$ cat src/rtl/led_pkg.sv
// Shared definitions for the LED run sequencer: mode encodings and the
// position-pointer width helper.
package led_pkg;

    localparam int MODE_W = 2;

    typedef enum logic [MODE_W-1:0] {
        MODE_CHASE    = 2'd0,
        MODE_PINGPONG = 2'd1,
        MODE_BLINK    = 2'd2,
        MODE_OFF      = 2'd3
    } mode_t;

    // Width of the position pointer: clog2(n), never less than one bit.
    function automatic int pos_w(input int n);
        return (n <= 2) ? 1 : $clog2(n);
    endfunction

endpackage

$ cat src/rtl/led_run_ctrl_if.sv
// Control/status bundle between the board-level driver and the LED sequencer.
interface led_run_ctrl_if #(
    parameter int N_LED = 4
);
    import led_pkg::*;

    logic              En;
    logic [MODE_W-1:0] Mode;
    logic [N_LED-1:0]  LED_Out;
    logic              Step_Pulse;

    modport master (
        output En,
        output Mode,
        input  LED_Out,
        input  Step_Pulse
    );

    modport slave (
        input  En,
        input  Mode,
        output LED_Out,
        output Step_Pulse
    );

endinterface

$ cat src/rtl/led_tick_gen.sv
// Step timer: period counter, step-boundary wrap, duty gate and the
// registered step strobe. Cleared synchronously while En is low.
module led_tick_gen
    import led_pkg::*;
#(
    parameter int CNT_W    = 23,
    parameter int T_STEP   = 20,
    parameter int ON_TICKS = 5
) (
    input  logic CLK,
    input  logic RSTn,
    input  logic En,
    output logic wrap,
    output logic gate,
    output logic Step_Pulse
);

    localparam logic [CNT_W-1:0] TERM = CNT_W'(T_STEP);

    logic [CNT_W-1:0] cnt;

    // Step boundary: last cycle of the period while running.
    always_comb begin
        wrap = En && (cnt == TERM);
    end

    // Period counter and one-cycle strobe following each boundary.
    always_ff @(posedge CLK) begin
        if (!RSTn || !En) begin
            cnt        <= '0;
            Step_Pulse <= 1'b0;
        end else begin
            cnt        <= wrap ? '0 : cnt + CNT_W'(1);
            Step_Pulse <= wrap;
        end
    end

    // Duty gate; the extreme ON_TICKS values are resolved at elaboration so
    // the counter never has to hold T_STEP+1.
    generate
        if (ON_TICKS == 0) begin : g_gate_never
            // Never lit.
            always_comb begin
                gate = 1'b0;
            end
        end else if (ON_TICKS > T_STEP) begin : g_gate_always
            // Lit for the whole step.
            always_comb begin
                gate = 1'b1;
            end
        end else begin : g_gate_cmp
            localparam logic [CNT_W-1:0] ON_LIM = CNT_W'(ON_TICKS);
            // Lit while the counter is in the first ON_TICKS cycles.
            always_comb begin
                gate = (cnt < ON_LIM);
            end
        end
    endgenerate

endmodule

$ cat src/rtl/led_run_ctrl.sv
// Multi-channel LED sequencer: chase, ping-pong, all-blink and off patterns
// stepped by led_tick_gen. Mode changes take effect only at step boundaries.
module led_run_ctrl
    import led_pkg::*;
#(
    parameter int N_LED    = 4,
    parameter int CNT_W    = 23,
    parameter int T_STEP   = 20,
    parameter int ON_TICKS = 5
) (
    input  logic          CLK,
    input  logic          RSTn,
    led_run_ctrl_if.slave bus
);

    localparam int            PW   = pos_w(N_LED);
    localparam logic [PW-1:0] LAST = PW'(N_LED - 1);

    logic             wrap;
    logic             gate;
    logic             step_pulse;
    mode_t            mode_in;
    mode_t            mode_r;
    logic [PW-1:0]    pos;
    logic             dir_down;
    logic [PW-1:0]    pos_adv;
    logic             dir_adv;
    logic [N_LED-1:0] one_hot;
    logic [N_LED-1:0] led_d;
    logic [N_LED-1:0] led_q;

    led_tick_gen #(
        .CNT_W    (CNT_W),
        .T_STEP   (T_STEP),
        .ON_TICKS (ON_TICKS)
    ) u_tick (
        .CLK        (CLK),
        .RSTn       (RSTn),
        .En         (bus.En),
        .wrap       (wrap),
        .gate       (gate),
        .Step_Pulse (step_pulse)
    );

    // Requested mode as the enum type.
    always_comb begin
        mode_in = mode_t'(bus.Mode);
    end

    // Next pointer/direction if the current mode advances at this boundary.
    always_comb begin
        pos_adv = pos;
        dir_adv = dir_down;
        case (mode_r)
            MODE_CHASE: begin
                pos_adv = (pos == LAST) ? '0 : pos + PW'(1);
            end
            MODE_PINGPONG: begin
                if (N_LED > 1) begin
                    if (!dir_down) begin
                        if (pos == LAST) begin
                            dir_adv = 1'b1;
                            pos_adv = pos - PW'(1);
                        end else begin
                            pos_adv = pos + PW'(1);
                        end
                    end else begin
                        if (pos == '0) begin
                            dir_adv = 1'b0;
                            pos_adv = PW'(1);
                        end else begin
                            pos_adv = pos - PW'(1);
                        end
                    end
                end
            end
            default: begin
                pos_adv = '0;
                dir_adv = 1'b0;
            end
        endcase
    end

    // Next LED drive from the current counter phase, pointer and mode.
    always_comb begin
        one_hot = N_LED'(1) << pos;
        led_d   = '0;
        if (gate) begin
            case (mode_r)
                MODE_CHASE, MODE_PINGPONG: led_d = one_hot;
                MODE_BLINK:                led_d = '1;
                default:                   led_d = '0;
            endcase
        end
    end

    // Mode, pointer, direction and registered LED outputs.
    always_ff @(posedge CLK) begin
        if (!RSTn) begin
            mode_r   <= MODE_OFF;
            pos      <= '0;
            dir_down <= 1'b0;
            led_q    <= '0;
        end else if (!bus.En) begin
            mode_r   <= mode_in;
            pos      <= '0;
            dir_down <= 1'b0;
            led_q    <= '0;
        end else begin
            led_q <= led_d;
            if (wrap) begin
                // A mode change restarts the pattern instead of advancing.
                if (mode_in != mode_r) begin
                    mode_r   <= mode_in;
                    pos      <= '0;
                    dir_down <= 1'b0;
                end else begin
                    pos      <= pos_adv;
                    dir_down <= dir_adv;
                end
            end
        end
    end

    assign bus.LED_Out    = led_q;
    assign bus.Step_Pulse = step_pulse;

endmodule

$ cat src/flat_wrapper.sv
// flat-port wrapper written by rule: the top's interface ports become plain ports
module led_run_ctrl_flat import led_pkg::*;
#(
    parameter int N_LED    = 4,
    parameter int CNT_W    = 23,
    parameter int T_STEP   = 20,
    parameter int ON_TICKS = 5
)
  (CLK, RSTn, bus_En, bus_Mode, bus_LED_Out, bus_Step_Pulse);
  led_run_ctrl_if #(.N_LED(N_LED)) bus_i ();
  input  logic CLK;
  input  logic RSTn;
  input wire logic [$bits(bus_i.En)-1:0] bus_En;
  input wire logic [$bits(bus_i.Mode)-1:0] bus_Mode;
  output wire logic [$bits(bus_i.LED_Out)-1:0] bus_LED_Out;
  output wire logic [$bits(bus_i.Step_Pulse)-1:0] bus_Step_Pulse;
  assign bus_i.En = bus_En;
  assign bus_i.Mode = bus_Mode;
  assign bus_LED_Out = bus_i.LED_Out;
  assign bus_Step_Pulse = bus_i.Step_Pulse;
  led_run_ctrl #(.N_LED(N_LED), .CNT_W(CNT_W), .T_STEP(T_STEP), .ON_TICKS(ON_TICKS)) u_core (.CLK(CLK), .RSTn(RSTn), .bus(bus_i));
endmodule
$ cat config.mk
export PLATFORM = sky130hd
export DESIGN_NAME = led_run_ctrl_flat
export DESIGN_NICKNAME = d
export VERILOG_FILES = /design/src/rtl/led_pkg.sv /design/src/rtl/led_run_ctrl_if.sv /design/src/rtl/led_tick_gen.sv /design/src/rtl/led_run_ctrl.sv /design/src/flat_wrapper.sv
export SDC_FILE = /design/constraint.sdc
export NUM_CORES = 1
export LEC_CHECK = 0
export CAP_MARGIN = 0
export CORE_MARGIN = 5
export CORE_UTILIZATION = 25
export CTS_CLUSTER_DIAMETER = 60
export CTS_CLUSTER_SIZE = 14
export DETAILED_ROUTE_END_ITERATION = 7
export PLACE_DENSITY = 0.46
export RECOVER_POWER = 50
export SLEW_MARGIN = 20
export SYNTH_ARGS = -nofsm -noshare
export SYNTH_HDL_FRONTEND = slang
export SYNTH_SLANG_ARGS = --single-unit
$ cat constraint.sdc
create_clock -name CLK -period 1.8 [get_ports CLK]
set_input_delay 0.45 -clock CLK [delete_from_list [all_inputs] [get_ports CLK]]
set_output_delay 0.45 -clock CLK [all_outputs]
set_load 0.02 [all_outputs]
# Word level (Yosys, flattened, before mapping)
# Cells that the tools add are included.
dict set report totals {
  ff_bits 33
  word_cells 46
}
dict set report op_classes {
  reduce_logical 12
  muxes 15
  order_cmp 1
  add_sub_neg 3
  eq_ne 8
  shift 1
}
# cell n
set ops {}
lappend ops {{$add A23 B1 Y23 const B} 1}
lappend ops {{$eq A23 B5 Y1 const B} 1}
lappend ops {{$lt A23 B3 Y1 const B} 1}
lappend ops {{$mux W2} 8}
lappend ops {{$pmux W4 S2} 1}
lappend ops {{$ne A2 B1 Y1 const B} 3}
lappend ops {{$reduce_and A2 Y1} 3}
lappend ops {{$eq A2 B2 Y1 const B} 2}
lappend ops {{$logic_not A2 Y1} 2}
lappend ops {{$mux W1} 4}
lappend ops {{$pmux W2 S2} 1}
lappend ops {{$reduce_or A2 Y1} 2}
lappend ops {{$shl A1 B2 Y4 const A} 1}
lappend ops {{$reduce_and A3 Y1} 1}
lappend ops {{$add A2 B1 Y2 const B} 1}
lappend ops {{$eq A2 B1 Y1 const B} 1}
lappend ops {{$logic_not A1 Y1} 2}
lappend ops {{$ne A2 B2 Y1} 1}
lappend ops {{$pmux W1 S2} 1}
lappend ops {{$sub A2 B1 Y2 const B} 1}
lappend ops {{$logic_and A1 B1 Y1} 1}
lappend ops {{$logic_or A1 B1 Y1} 1}

# Logic depth before layout (Yosys ltp)
# Gate-level depths: netlist of the first run.
dict set report depth {
  ltp_word 5
  depth_mapped 7
  mapped_depth_nobuf 6
}

# Hierarchy
# Synthesis of the first run repeated with hierarchy kept, for this count alone.
dict set report unflattened {
  cells_unflattened 192
  hier_area_um2 1682.9
}
# module n_inst cells_each area_per_inst_um2
set modules_own_cells {}
lappend modules_own_cells {led_tick_gen 1 138 1178.6}
lappend modules_own_cells {led_run_ctrl 1 54 504.2}

# Worst setup path before layout of the first run
# OpenSTA, ideal clock, no wires.
dict set report synth_path {
  kind {reg-to-reg}
  startpoint {register u_core.u_tick.cnt[0]}
  endpoint {register u_core.u_tick.cnt[22]}
  synth_period_minus_slack_ns 1.875
  arrival_ns 1.805
  slack_ns -0.075
  n_path_buf 1
  stages_incl_launch_ff 7
  cell_sequence {dfxtp_1 -> ha_1 -> nand2_1 -> or3_1 -> buf_2 -> or4_1 -> a21oi_1}
}
dict set report synth_via {
  elab_chain_len 3
}
# element line
set synth_lines {}
lappend synth_lines {{from (decl)} led_tick_gen.sv:20} ;# logic [CNT_W-1:0] cnt;
lappend synth_lines {{from (signal assigned)} led_tick_gen.sv:33} ;# cnt <= wrap ? '0 : cnt + CNT_W'(1);
lappend synth_lines {{parallel branches: the longest is 3 deep, another holds $add A23 B1 Y23} n/a}
# Several ways; the timed one is not identified.
# A chain may end at the register's enable or synchronous reset.

# Final worst setup path of the first run
dict set report layout_path {
  startpoint {register u_core.u_tick.cnt[16]}
  endpoint {register u_core.pos[0]}
}
dict set report layout_via {
  elab_chain_len 2
}
# element line
set layout_lines {}
lappend layout_lines {{$eq A23 B5 Y1} led_tick_gen.sv:24} ;# wrap = En && (cnt == TERM);
lappend layout_lines {{$logic_and A1 B1 Y1} led_tick_gen.sv:24}
lappend layout_lines {{to (signal assigned)} led_run_ctrl.sv:118} ;# pos <= pos_adv;
lappend layout_lines {{to (decl)} led_run_ctrl.sv:24} ;# logic [PW-1:0] pos;
# Every way passes these cells.

==> results of run 1 <==
cell families after synthesis:
group,synth area share [%]
AO/OA/AOI/OAI,12.46
adder cells (fa/ha/maj),5.255
XOR/XNOR,7.358
flip-flops,39.64
buffers and inverters,5.104
AND/OR/NAND/NOR,28.98
multiplexers,1.201
state kept, by name (all words and copies together) (netlist names):
name                      cells
u_core.pos                    2
u_core.bus.LED_Out            4
u_core.mode_r                 2
u_core.u_tick.Step_Pulse      1
u_core.dir_down               1
u_core.u_tick.cnt            23
through the flow:
stage | hold WS [ns] | total power [mW] | setup WS [ns] | setup TNS, ns
3_5_place_dp | 0.5315 | 0.8411 | -0.2082 | -3.105
4_1_cts | 0.5433 | 1.487 | -0.07239 | -0.1803
5_1_grt | 0.5714 | 1.538 | -0.1457 | -2.724
6_report | 0.5383 | 1.459 | -0.04115 | -0.08183
3_3_place_gp | 0.5273 | 0.8415 | -0.1893 | -3.366
2_1_floorplan | 0.4479 | 0.7975 | 0.01290 | 0
area by class of cell:
cell class | count | area (sq um)
Tap cell | 77 | 96.34
Clock inverter | 1 | 5.005
Inverter | 12 | 45.04
Sequential cell | 33 | 664.4
Timing Repair Buffer | 54 | 444.2
Multi-Input combinational cell | 136 | 992.2
Fill cell | 660 | 4079
Clock buffer | 7 | 96.34
routing by layer:
metal | GRT usage (%) | wire [um]
met2 | 15.82 | 1724
met3 | 3.273 | 137
met5 | 0 | 0
met4 | 4.774 | 109
met1 | 11.60 | 1779
timing repair:
item | 4_1_cts | 5_1_grt
gates resized for setup | 9 | 6
endpoints found under the setup margin | 30 | 32
buffers inserted | 0 | 1
pin swaps | 4 | 5
power by group:
part / internal, mW / switching [mW] / leakage (nW)
Sequential: 0.738 / 0.00633 / 0.268
Combinational: 0.0422 / 0.0415 / 0.521
Clock: 0.346 / 0.285 / 0.0542
Total: 1.13 / 0.332 / 0.843
critical path: cells and delay by family, from the launching register on:
family	cells	cell delay [ns]
flip-flops	1	0.32
buffers and inverters	2	0.37
AO/OA/AOI/OAI	1	0.13
AND/OR/NAND/NOR	3	0.96
layout by cell type, fill, tap and decap left out, types with 2 or more instances in the layout:
cell / count
a21oi_2: 4
nand4b_1: 2
or3_1: 3
nor4_2: 3
nor2_1: 22
xnor2_1: 12
nand3_1: 7
nand4_1: 3
a21oi_1: 8
and2_1: 2
mux2i_1: 2
nand2_1: 7
or4_1: 2
buf_4: 43
a32oi_1: 2
or4b_4: 2
clkbuf_8: 7
xor2_1: 2
or3_2: 2
nand4_2: 2
ha_1: 6
o31ai_1: 3
dfxtp_2: 3
inv_1: 12
dfxtp_1: 30
clkdlybuf4s50_1: 9
o211ai_1: 4
nor3_1: 5
nand2b_1: 6
nor4_1: 4
o21ai_0: 8
how the worst max path moves through the flow:
stage,endpoint,slack [ns],cells after the start
after global placement,u_core.pos[1],-0.19,5
after global routing,u_core.pos[1],-0.15,6
final,u_core.pos[0],-0.04,6
after floorplan,u_core.u_tick.cnt[21],0.01,5
after CTS,u_core.pos[1],-0.07,5
after detailed placement,u_core.pos[1],-0.21,5
==> summary.md, run 1 <==
| Metric | Value |
|---|---|
| Cells after synthesis | 189 |
| Area contributors post-synth | dfxtp_1 40%, xnor2_1 6.3%, ha_1 5.3% |
| Pwr dens | 622.4 mW/mm^2 |
| H-tree levels | 2 |
| Top Ports | 10 |
| Cells along the critical path | nor4_2, buf_4, nand4_1, buf_4, or4b_4, a21oi_2 |
| Largest net degree at the start of global routing | 24 |
| Reg2reg path depth | 6 |
| Predominant post-synthesis flop cell | dfxtp_1 |
| CTS clk-pin slew, worst paths | 0.07 ns |
| Post-synth ARST share | 0% |
| Sink Count | 33 |
| Die area | 0.008399 sq mm |
| Startpoint Class | flip-flop |
| R2R setup slack | -0.04 ns |
| Post-synth top area share | 39.64% |
| Initial cell density of the core | 25.95% |
| Worst r2r src | u_core.u_tick.cnt[16] |
| Most frequent cell after synthesis | dfxtp_1 |
| Clock root buffer | clkbuf_8 |
| DRC viols | 0 |
| DP Cell Count | 311 |
| RD Place Congestion | 0.7833 |
| Number of flops mapped to enable cells by yosys | 0 |
| Die extent in x | 91.65 um |
| Synth warnings | 0 |
| Required @ worst endpoint | 2.02 ns |
| Pleak | 0.8434 nW |
| Rows | 29 |
| RSZ-0062 raised after global routing | yes |
| Seq/Total Area, Yosys | 39.64% |
| Status | finished, violations left |
| Setup crit start | u_core.u_tick.cnt[16] |
| Max-cap violation count | 0 |
| Final worst-path cycle share | 102.3% |
| Min-Delay Startpoint | u_core.u_tick.cnt[0] |
| Core Util, Final | 36.49% |
| Total number of vias | 1498 |
| Distinct cells, synth | 41 |
| Setup violators final | 2 |
| Post-synth top cells | 33 x dfxtp_1, 22 x nor2_1, 12 x inv_1, 12 x xnor2_1, 11 x a21oi_1 |
| CP peak stage delay | 0.51 ns |
| Bufs on Longest Clock Path | 2 |
| Fin cells | 320 |
| CP max-delay cell | or4b_4 |
| Worst-path fanout max | 3 |
| Avg Cell Area, Syn | 8.818 sq um |
| Slew HR | 71.32% |
| Hold Violations, Final | 0 |
| Fin area | 0.002344 sq mm |
| Hold Path Class | reg -> reg |
| Antenna Nets Post-Route | 0 |
| Flops & latches, synth | 33 |
| Hold EP | u_core.u_tick.cnt[0] |
| Final WL | 3.750 mm |
| Fin nets | 254 |
| Worst slew pin tran | 0.4242 ns |
| Routed len/inst | 11.72 um |
| Global route overflow | 0 |
| DR iter-0 viols | 59 |
| Placed inst area | 0.002163 sq mm |
| Biggest area consumer among synthesized cells | dfxtp_1 |
| Hold Buf Count CTS | 0 |
| Area growth syn-to-layout | 40.62% |
| Worst flop-to-flop path endpoint | u_core.pos[0] |
| Final HPWL DP | 2.782 mm |
| Slew Limit Fails | 0 |
| Most Frequent Cell on Critical Path | buf_4 |
| Overall Global Routing Usage | 9.775% |
| CTS tree | built |
| Setup WS post-layout | -0.04115 ns |
| Core ar. | 0.006422 sq mm |
| Clock latency reported for the late side of the worst-skew pair | 0.29 ns |
| Clock period minus worst slack | 1.841 ns |
| Layout cells sized above 1 | 32.10% |
| DR vias/cell | 4.681 |
| FMAX | 0.5431 GHz |
| First-pass GRT wire length | 6.630 mm |
| Worst hold stages | 2 |
| Clock skew | 0.003725 ns |
| Type of the worst setup path | reg -> reg |
| Die H | 91.65 um |
| # diodes | 0 |
| Failing checks | negative setup slack |
| Worst VDD drop | 257.0 uV |
| Synthesized net count | 201 |
| Initial antenna violation count | 0 |
| Vias in the first global route | 1496 |
| Mapped Area | 0.001667 sq mm |
| CTS buffer count | 5 |
| Buffers added on ports | 9 |
| CP Data Arrival Time | 2.07 ns |
| 1st-pass router iterations | 4 |
| CP endpoint kind | flip-flop |
Power figures use the tool's default switching activity.
==> run 2, diff against run 1 <==
--- a/config.mk
+++ b/config.mk
@@ -11,7 +11,7 @@
 export CTS_CLUSTER_DIAMETER = 60
 export CTS_CLUSTER_SIZE = 14
 export DETAILED_ROUTE_END_ITERATION = 7
-export PLACE_DENSITY = 0.46
+export PLACE_DENSITY = 0.44
 export RECOVER_POWER = 50
 export SLEW_MARGIN = 20
 export SYNTH_ARGS = -nofsm -noshare
==> constraint.sdc (replaced) <==
create_clock -name CLK -period 2.1 [get_ports CLK]
set_input_delay 0.525 -clock CLK [delete_from_list [all_inputs] [get_ports CLK]]
set_output_delay 0.525 -clock CLK [all_outputs]
set_load 0.02 [all_outputs]
==> run 2 against run 1 <==
  * The run now ends clean
  * Sequential power is 14% lower
  * Combinational power is 31% lower
  * Design area is 14% lower
  * Sequential share of layout area is 4.4 points higher
  * Global-route usage is 0.31 points lower
  * Maximum frequency is 6.2% lower
  * Critical path type unchanged
  * Largest cell class unchanged
  * Highest routed layer unchanged
==> summary.md, run 2 (synthesis gave the netlist of run 1 again) <==
| Metric | Value |
|---|---|
| # diodes | 0 (unchanged) |
| CTS tree | built |
| CP peak stage delay | 0.54 ns (+0.03 ns) |
| Top reg by flops | u_core.u_tick.cnt |
| R2R setup slack | 0.14 ns (+0.18 ns) |
| Worst slew pin tran | 0.4908 ns (+0.06659 ns) |
| Slew Limit Fails | 0 (unchanged) |
| CP max-delay cell | or4_1 |
| Initial cell density of the core | 25.95% (unchanged) |
| Cells along the critical path | ha_1, nand2_1, or3_1, or4_1, a21oi_1 |
| Max reg flops | 23 (unchanged) |
| Total number of vias | 1347 (-10%) |
| Bufs on Longest Clock Path | 2 (unchanged) |
| Setup violators final | 0 (-2) |
| Area growth syn-to-layout | 21.17% |
| 1st-pass router iterations | 4 (unchanged) |
| Final HPWL DP | 2.537 mm (-8.8%) |
| Clock skew | 0.008869 ns (+0.005145 ns) |
| Startpoint Class | flip-flop |
| Buffers added on ports | 9 (unchanged) |
| Vias in the first global route | 1323 (-12%) |
| Placed inst area | 0.001923 sq mm (-11%) |
| Highest metal layer with signal wires | met4 |
| Hold Path Class | reg -> reg |
| Top Ports | 10 (unchanged) |
| M1 WL | 1.679 mm (-5.6%) |
| Worst VDD drop | 318.7 uV (+24%) |
| Global route overflow | 0 (unchanged) |
| DR iter-0 viols | 37 (-37%) |
| Fin nets | 222 (-13%) |
| Fin area | 0.002019 sq mm (-14%) |
| Largest net degree at the start of global routing | 24 (unchanged) |
| Core ar. | 0.006422 sq mm (unchanged) |
| Hold Buf Count CTS | 0 (unchanged) |
| Die extent in x | 91.65 um (unchanged) |
| Routed len/inst | 12.09 um (+3.1%) |
| Required @ worst endpoint | 2.31 ns (+0.29 ns) |
| Pleak | 0.6723 nW (-20%) |
| DR vias/cell | 4.677 (about the same) |
| First-pass GRT wire length | 6.320 mm (-4.7%) |
| Clock latency reported for the late side of the worst-skew pair | 0.28 ns (about the same) |
| Overall Global Routing Usage | 9.466% (-0.31 points) |
| Routed wl met3 | 172 um (+26%) |
| Final worst-path cycle share | 93.42% (-8.9 points) |
| Clock period minus worst slack | 1.962 ns (+0.1208 ns) |
| CTS clk-pin slew, worst paths | 0.07 ns (about the same) |
| Antenna Nets Post-Route | 0 (unchanged) |
| Initial antenna violation count | 0 (unchanged) |
| Hold_ws | 0.4989 ns (-0.03946 ns) |
| RD Place Congestion | 0.7617 (-2.8%) |
| Hold Violations, Final | 0 (unchanged) |
| Sink Count | 33 (unchanged) |
| Die area | 0.008399 sq mm (unchanged) |
| Rows | 29 (unchanged) |
| Slew HR | 66.44% (-4.9 points) |
| H-tree levels | 2 (unchanged) |
| FMAX | 0.5097 GHz (-6.2%) |
| DRC viols | 0 (unchanged) |
| Status | finished clean |
| Metal2 WL | 1.575 mm (-8.6%) |
| Final WL | 3.481 mm (-7.2%) |
| Setup Buffers After CTS | 0 (unchanged) |
| CP Data Arrival Time | 2.18 ns (+0.11 ns) |
| Pwr dens | 650.6 mW/mm^2 (+4.5%) |
| Most frequent cells in the layout | 33 x dfxtp_1, 22 x nor2_1, 12 x inv_1, 12 x xnor2_1, 11 x a21oi_1 |
| Pre-CTS setup slack | 0.01701 ns (+0.2252 ns) |
| Max-cap violation count | 0 (unchanged) |
| Core Util, Final | 31.44% (-5.0 points) |
| CTS resizes | 0 (-9) |
| Die H | 91.65 um (unchanged) |
| Setup WS post-layout | 0.1381 ns (+0.1792 ns) |
| Commonest non-fill, non-tap cell in the layout | dfxtp_1 |
| RSZ-0062 raised after global routing | no |
| Type of the worst setup path | reg -> reg |
| CTS buffer count | 5 (unchanged) |
| Layout cells sized above 1 | 13.74% (-18 points) |
| TNS Setup | 0 ns (+0.08183 ns) |
| CP endpoint kind | flip-flop |
| Worst-path fanout max | 8 (+5) |
| Clock root buffer | clkbuf_8 |
-- run 2: changes by cell type in the layout (fill, tap and decap cells not counted), moves of 2 or more --
cell             delta
clkdlybuf4s50_1     -5
dfxtp_1             +3
nor4_1              +2
dlygate4sd3_1       +5
a21oi_2             -3
dfxtp_2             -3
buf_4              -33
clkbuf_1            +3
nor4_2              -2
or4b_4              -2
a21oi_1             +3
-- run 2: power by group --
part / internal [mW] / switching, mW / total, mW
registers: 0.633 / 0.00610 / 0.639
logic: 0.0275 / 0.0302 / 0.0577
clock network: 0.387 / 0.231 / 0.617
-- run 2: cell type report --
type	instances	area, sq um
timing repair buffer	22	180.2
tap	77	96.34
inverter	12	45.04
multi-input combinational	136	920.9
clock inverter	1	30.03
sequential	33	660.6
clock buffer	7	86.33
fill	675	4403
-- run 2: through the flow --
step / total power [mW] / cells
6_report: 1.314 / 288
5_1_grt: 1.382 / 288
4_1_cts: 1.345 / 288
3_5_place_dp: 0.7159 / 280
3_3_place_gp: 0.7173 / 280
2_1_floorplan: 0.6830 / 189
-- run 2: worst max-delay path, delay by kind of cell (launching register included) --
kind	cells	cell delay, ns
compound gates	1	0.15
fa+ha+maj	1	0.26
flops	1	0.41
simple gates	3	1.09
-- run 2: worst paths after layout --
kind | cells after the start | end | startpoint
setup / recovery | 5 | u_core.u_tick.cnt[22] | u_core.u_tick.cnt[1]
hold / removal | 2 | u_core.u_tick.cnt[22] | u_core.u_tick.cnt[22]
setup reg to reg | 5 | u_core.u_tick.cnt[22] | u_core.u_tick.cnt[1]
hold reg to reg | 2 | u_core.u_tick.cnt[22] | u_core.u_tick.cnt[22]
-- run 2: routing by layer --
| metal | vias to the layer above | GRT usage (%) |
|---|---|---|
| li1 | 710 | - |
| met1 | 610 | 11.95 |
| met2 | 20 | 14.91 |
| met3 | 7 | 3.110 |
| met4 | 0 | 3.769 |
| met5 | - | 0 |
==> run 3, diff against run 2 <==
--- a/config.mk
+++ b/config.mk
@@ -5,6 +5,7 @@
 export SDC_FILE = /design/constraint.sdc
 export NUM_CORES = 1
 export LEC_CHECK = 0
+export ABC_AREA = 1
 export CAP_MARGIN = 0
 export CORE_MARGIN = 5
 export CORE_UTILIZATION = 25
==> run 3 against run 2 <==
  * Worst hold slack got worse by 0.018 ns
  * Final cell count increased by 53%
  * Design area increased by 16%
  * Global-route usage increased by 1.8 points
  * Combinational power increased by 20%
  * Largest power group unchanged
==> summary.md, run 3 <==
| Metric | Value |
|---|---|
| Status | finished clean |
| Fin nets | 350 (+58%) |
| CTS resizes | 0 (unchanged) |
| Clock skew | 0.005826 ns (-0.003043 ns) |
| Clock latency reported for the late side of the worst-skew pair | 0.28 ns (about the same) |
| Cells after synthesis | 322 (+70%) |
| Post-synth top area share | 32.49% (-7.1 points) |
| Final worst-path cycle share | 82.69% (-11 points) |
| Most frequent cells in the layout | 86 x nand2_1, 62 x nor2_1, 40 x inv_1, 33 x dfxtp_1, 30 x nand3_1 |
| Routed len/inst | 11.92 um (-1.4%) |
| Type of the worst setup path | reg -> reg |
| Pleak | 0.8828 nW (+31%) |
| Die H | 100.2 um (+9.3%) |
| Slew HR | 73.45% (+7.0 points) |
| Fin cells | 441 (+53%) |
| Synthesized net count | 334 (+66%) |
| Seq pwr share | 48.0% (-0.6 points) |
| Highest metal layer with signal wires | met4 |
| Reg2reg path depth | 6 (+1) |
| Int Power | 1.046 mW (about the same) |
| FMAX | 0.5759 GHz (+13%) |
| Metal2 WL | 2.378 mm (+51%) |
| Number of flops mapped to enable cells by yosys | 0 (unchanged) |
| Hold Path Class | reg -> reg |
| Hold Buf Count CTS | 0 (unchanged) |
| Biggest area consumer among synthesized cells | dfxtp_1 |
| Slew Limit Fails | 0 (unchanged) |
| Most frequent cell after synthesis | nand2_1 |
| Hold Violations, Final | 0 (unchanged) |
| Largest net degree at the start of global routing | 13 (-46%) |
| CP peak stage delay | 0.49 ns (-0.05 ns) |
| Predominant post-synthesis flop cell | dfxtp_1 |
| Worst VDD drop | 208.7 uV (-35%) |
| Post-synth top cells | 86 x nand2_1, 61 x nor2_1, 40 x inv_1, 33 x dfxtp_1, 30 x nand3_1 |
| Sink Count | 33 (unchanged) |
| Gate power share | 5.2% (+0.8 points) |
| Required @ worst endpoint | 2.27 ns (-0.04 ns) |
| Switching pwr | 288.8 uW (+8.2%) |
| M1 WL | 2.641 mm (+57%) |
| Pre-CTS setup slack | 0.2848 ns (+0.2678 ns) |
| Bufs on Longest Clock Path | 2 (unchanged) |
| Final WL | 5.255 mm (+51%) |
| Initial cell density of the core | 26.04% (+0.092 points) |
| Crit-path leading delay family | simple AND/OR/NAND/NOR gates |
| Die extent in x | 100.2 um (+9.3%) |
| Core ar. | 0.007807 sq mm (+22%) |
| Mapped Area | 0.002033 sq mm (+22%) |
| Worst slew pin tran | 0.3953 ns (-0.09551 ns) |
| Sw Share | 21.63% (+1.3 points) |
| Synth warnings | 0 (unchanged) |
| CTS clk-pin slew, worst paths | 0.07 ns (about the same) |
| Top reg by flops | u_core.u_tick.cnt |
| Total number of vias | 1957 (+45%) |
| First-pass GRT wire length | 9.108 mm (+44%) |
| DR vias/cell | 4.438 (-5.1%) |
| Post-synth ARST share | 0% (unchanged) |
| Clock root buffer | clkbuf_8 |
| Cells along the critical path | ha_1, nand2_1, nor3_4, nand2_2, nor3_1, nor3_2 |
| TNS Setup | 0 ns (unchanged) |
| Final HPWL DP | 4.223 mm (+66%) |
| Vias in the first global route | 1915 (+45%) |
| Worst hold stages | 2 (unchanged) |
| Worst r2r src | u_core.u_tick.cnt[0] |
| Fill cells | 922 (+37%) |
| Core Util, Final | 30.00% (-1.4 points) |
| DP Cell Count | 433 (+55%) |
| CTS buffer count | 5 (unchanged) |
| RD Place Congestion | 0.8661 (+14%) |
| Overall Global Routing Usage | 11.28% (+1.8 points) |
| Setup violators final | 0 (unchanged) |
| DRC viols | 0 (unchanged) |
| Avg Cell Area, Syn | 6.314 sq um (-28%) |
| Worst flop-to-flop path endpoint | u_core.u_tick.cnt[12] |
| # diodes | 0 (unchanged) |
| Startpoint Class | flip-flop |
| Worst-path fanout max | 7 (-1) |
| Area contributors post-synth | dfxtp_1 32%, nand2_1 16%, nor2_1 11% |
| Setup Buffers After CTS | 0 (unchanged) |
| Top Ports | 10 (unchanged) |
| Global route overflow | 0 (unchanged) |
| CP endpoint kind | flip-flop |
| Initial antenna violation count | 0 (unchanged) |
| Min-Delay Startpoint | u_core.u_tick.cnt[22] |
| H-tree levels | 2 (unchanged) |
| Die area | 0.01004 sq mm (+19%) |
| Max-cap violation count | 0 (unchanged) |
| WP buf/inv | 0 (unchanged) |
| CP max-delay cell | dfxtp_1 |
| RSZ-0062 raised after global routing | no |
| DR iter-0 viols | 124 (+240%) |
| Layout cells sized above 1 | 7.080% (-6.7 points) |
| CP Data Arrival Time | 1.90 ns (-0.28 ns) |
| Buffers added on ports | 9 (unchanged) |
| Hold EP | u_core.u_tick.cnt[22] |
| Antenna Nets Post-Route | 0 (unchanged) |
| Seq/Total Area, Yosys | 32.49% (-7.1 points) |
| Clock period minus worst slack | 1.736 ns (-0.2254 ns) |
| R2R setup slack | 0.36 ns (+0.23 ns) |
| Area growth syn-to-layout | 15.20% |
| Max reg flops | 23 (unchanged) |
| Commonest non-fill, non-tap cell in the layout | nand2_1 |
| Pwr dens | 569.9 mW/mm^2 (-12%) |
| Flops & latches, synth | 33 (unchanged) |
| Routed wl met3 | 198 um (+15%) |
| Rows | 32 (+10%) |
| Setup WS post-layout | 0.3635 ns (+0.2254 ns) |
| Clock power frac | 46.8% (-0.2 points) |
| CTS tree | built |
| 1st-pass router iterations | 4 (unchanged) |
| Distinct cells, synth | 27 (-34%) |
[run 3: worst max path at each step]
stage	from	endpoint	cells after the start
4_1_cts	u_core.u_tick.cnt[0]	u_core.u_tick.cnt[12]	6
2_1_floorplan	u_core.u_tick.cnt[0]	u_core.u_tick.cnt[12]	6
6_report	u_core.u_tick.cnt[0]	u_core.u_tick.cnt[12]	6
3_5_place_dp	RSTn	u_core.u_tick.cnt[19]	8
5_1_grt	u_core.u_tick.cnt[0]	u_core.pos[0]	10
3_3_place_gp	RSTn	u_core.u_tick.cnt[19]	8
[run 3: logic make-up (layout without fill, tap and decap cells)]
group	Yosys count	count (layout)	synth area share, %
compound gates	27	27	7.077
xor+xnor	4	4	1.723
fa+ha+maj	7	7	4.307
buf+inv	44	61	9.230
flops	33	33	32.49
simple gates	207	207	45.17
[run 3: tightest hold or removal path, delay by kind of cell (launching register included)]
| kind | cells | cell delay (ns) |
|---|---|---|
| AND/OR/NAND/NOR | 1 | 0.07 |
| flip-flops | 1 | 0.32 |
| AO/OA/AOI/OAI | 1 | 0.05 |
[run 3: metal layers]
layer / vias up / GRT usage (%)
met5: - / 0
met1: 887 / 14.86
met4: 0 / 1.865
met2: 22 / 18.96
li1: 1044 / -
met3: 4 / 2.780
[run 3: area by class of cell]
cell class | count | area (sq um) | share of cell area, %
clock inverters | 1 | 30.03 | 1.282
well taps | 102 | 127.6 | 5.449
inverters | 41 | 153.9 | 6.571
repair buffers | 12 | 106.4 | 4.541
flip-flops and latches | 33 | 660.6 | 28.21
clock buffers | 7 | 86.33 | 3.686
multi-input cells | 245 | 1177 | 50.27
[run 3: stage by stage]
step / hold WS (ns) / area, sq um / power, mW
2_1_floorplan: 0.4499 / 2033 / 0.6987
3_3_place_gp: 0.4662 / 2240 / 0.7273
3_5_place_dp: 0.4715 / 2240 / 0.7279
6_report: 0.4812 / 2342 / 1.335
4_1_cts: 0.4837 / 2356 / 1.367
5_1_grt: 0.5242 / 2342 / 1.403
[run 3: power by group through the flow]
stage	registers [mW]	clock network [mW]	logic, mW
after global routing	0.642	0.680	0.0811
after detailed placement	0.655	0	0.0724
after CTS	0.641	0.654	0.0729
after global placement	0.655	0	0.0720
after floorplan	0.656	0	0.0426
final	0.641	0.625	0.0691
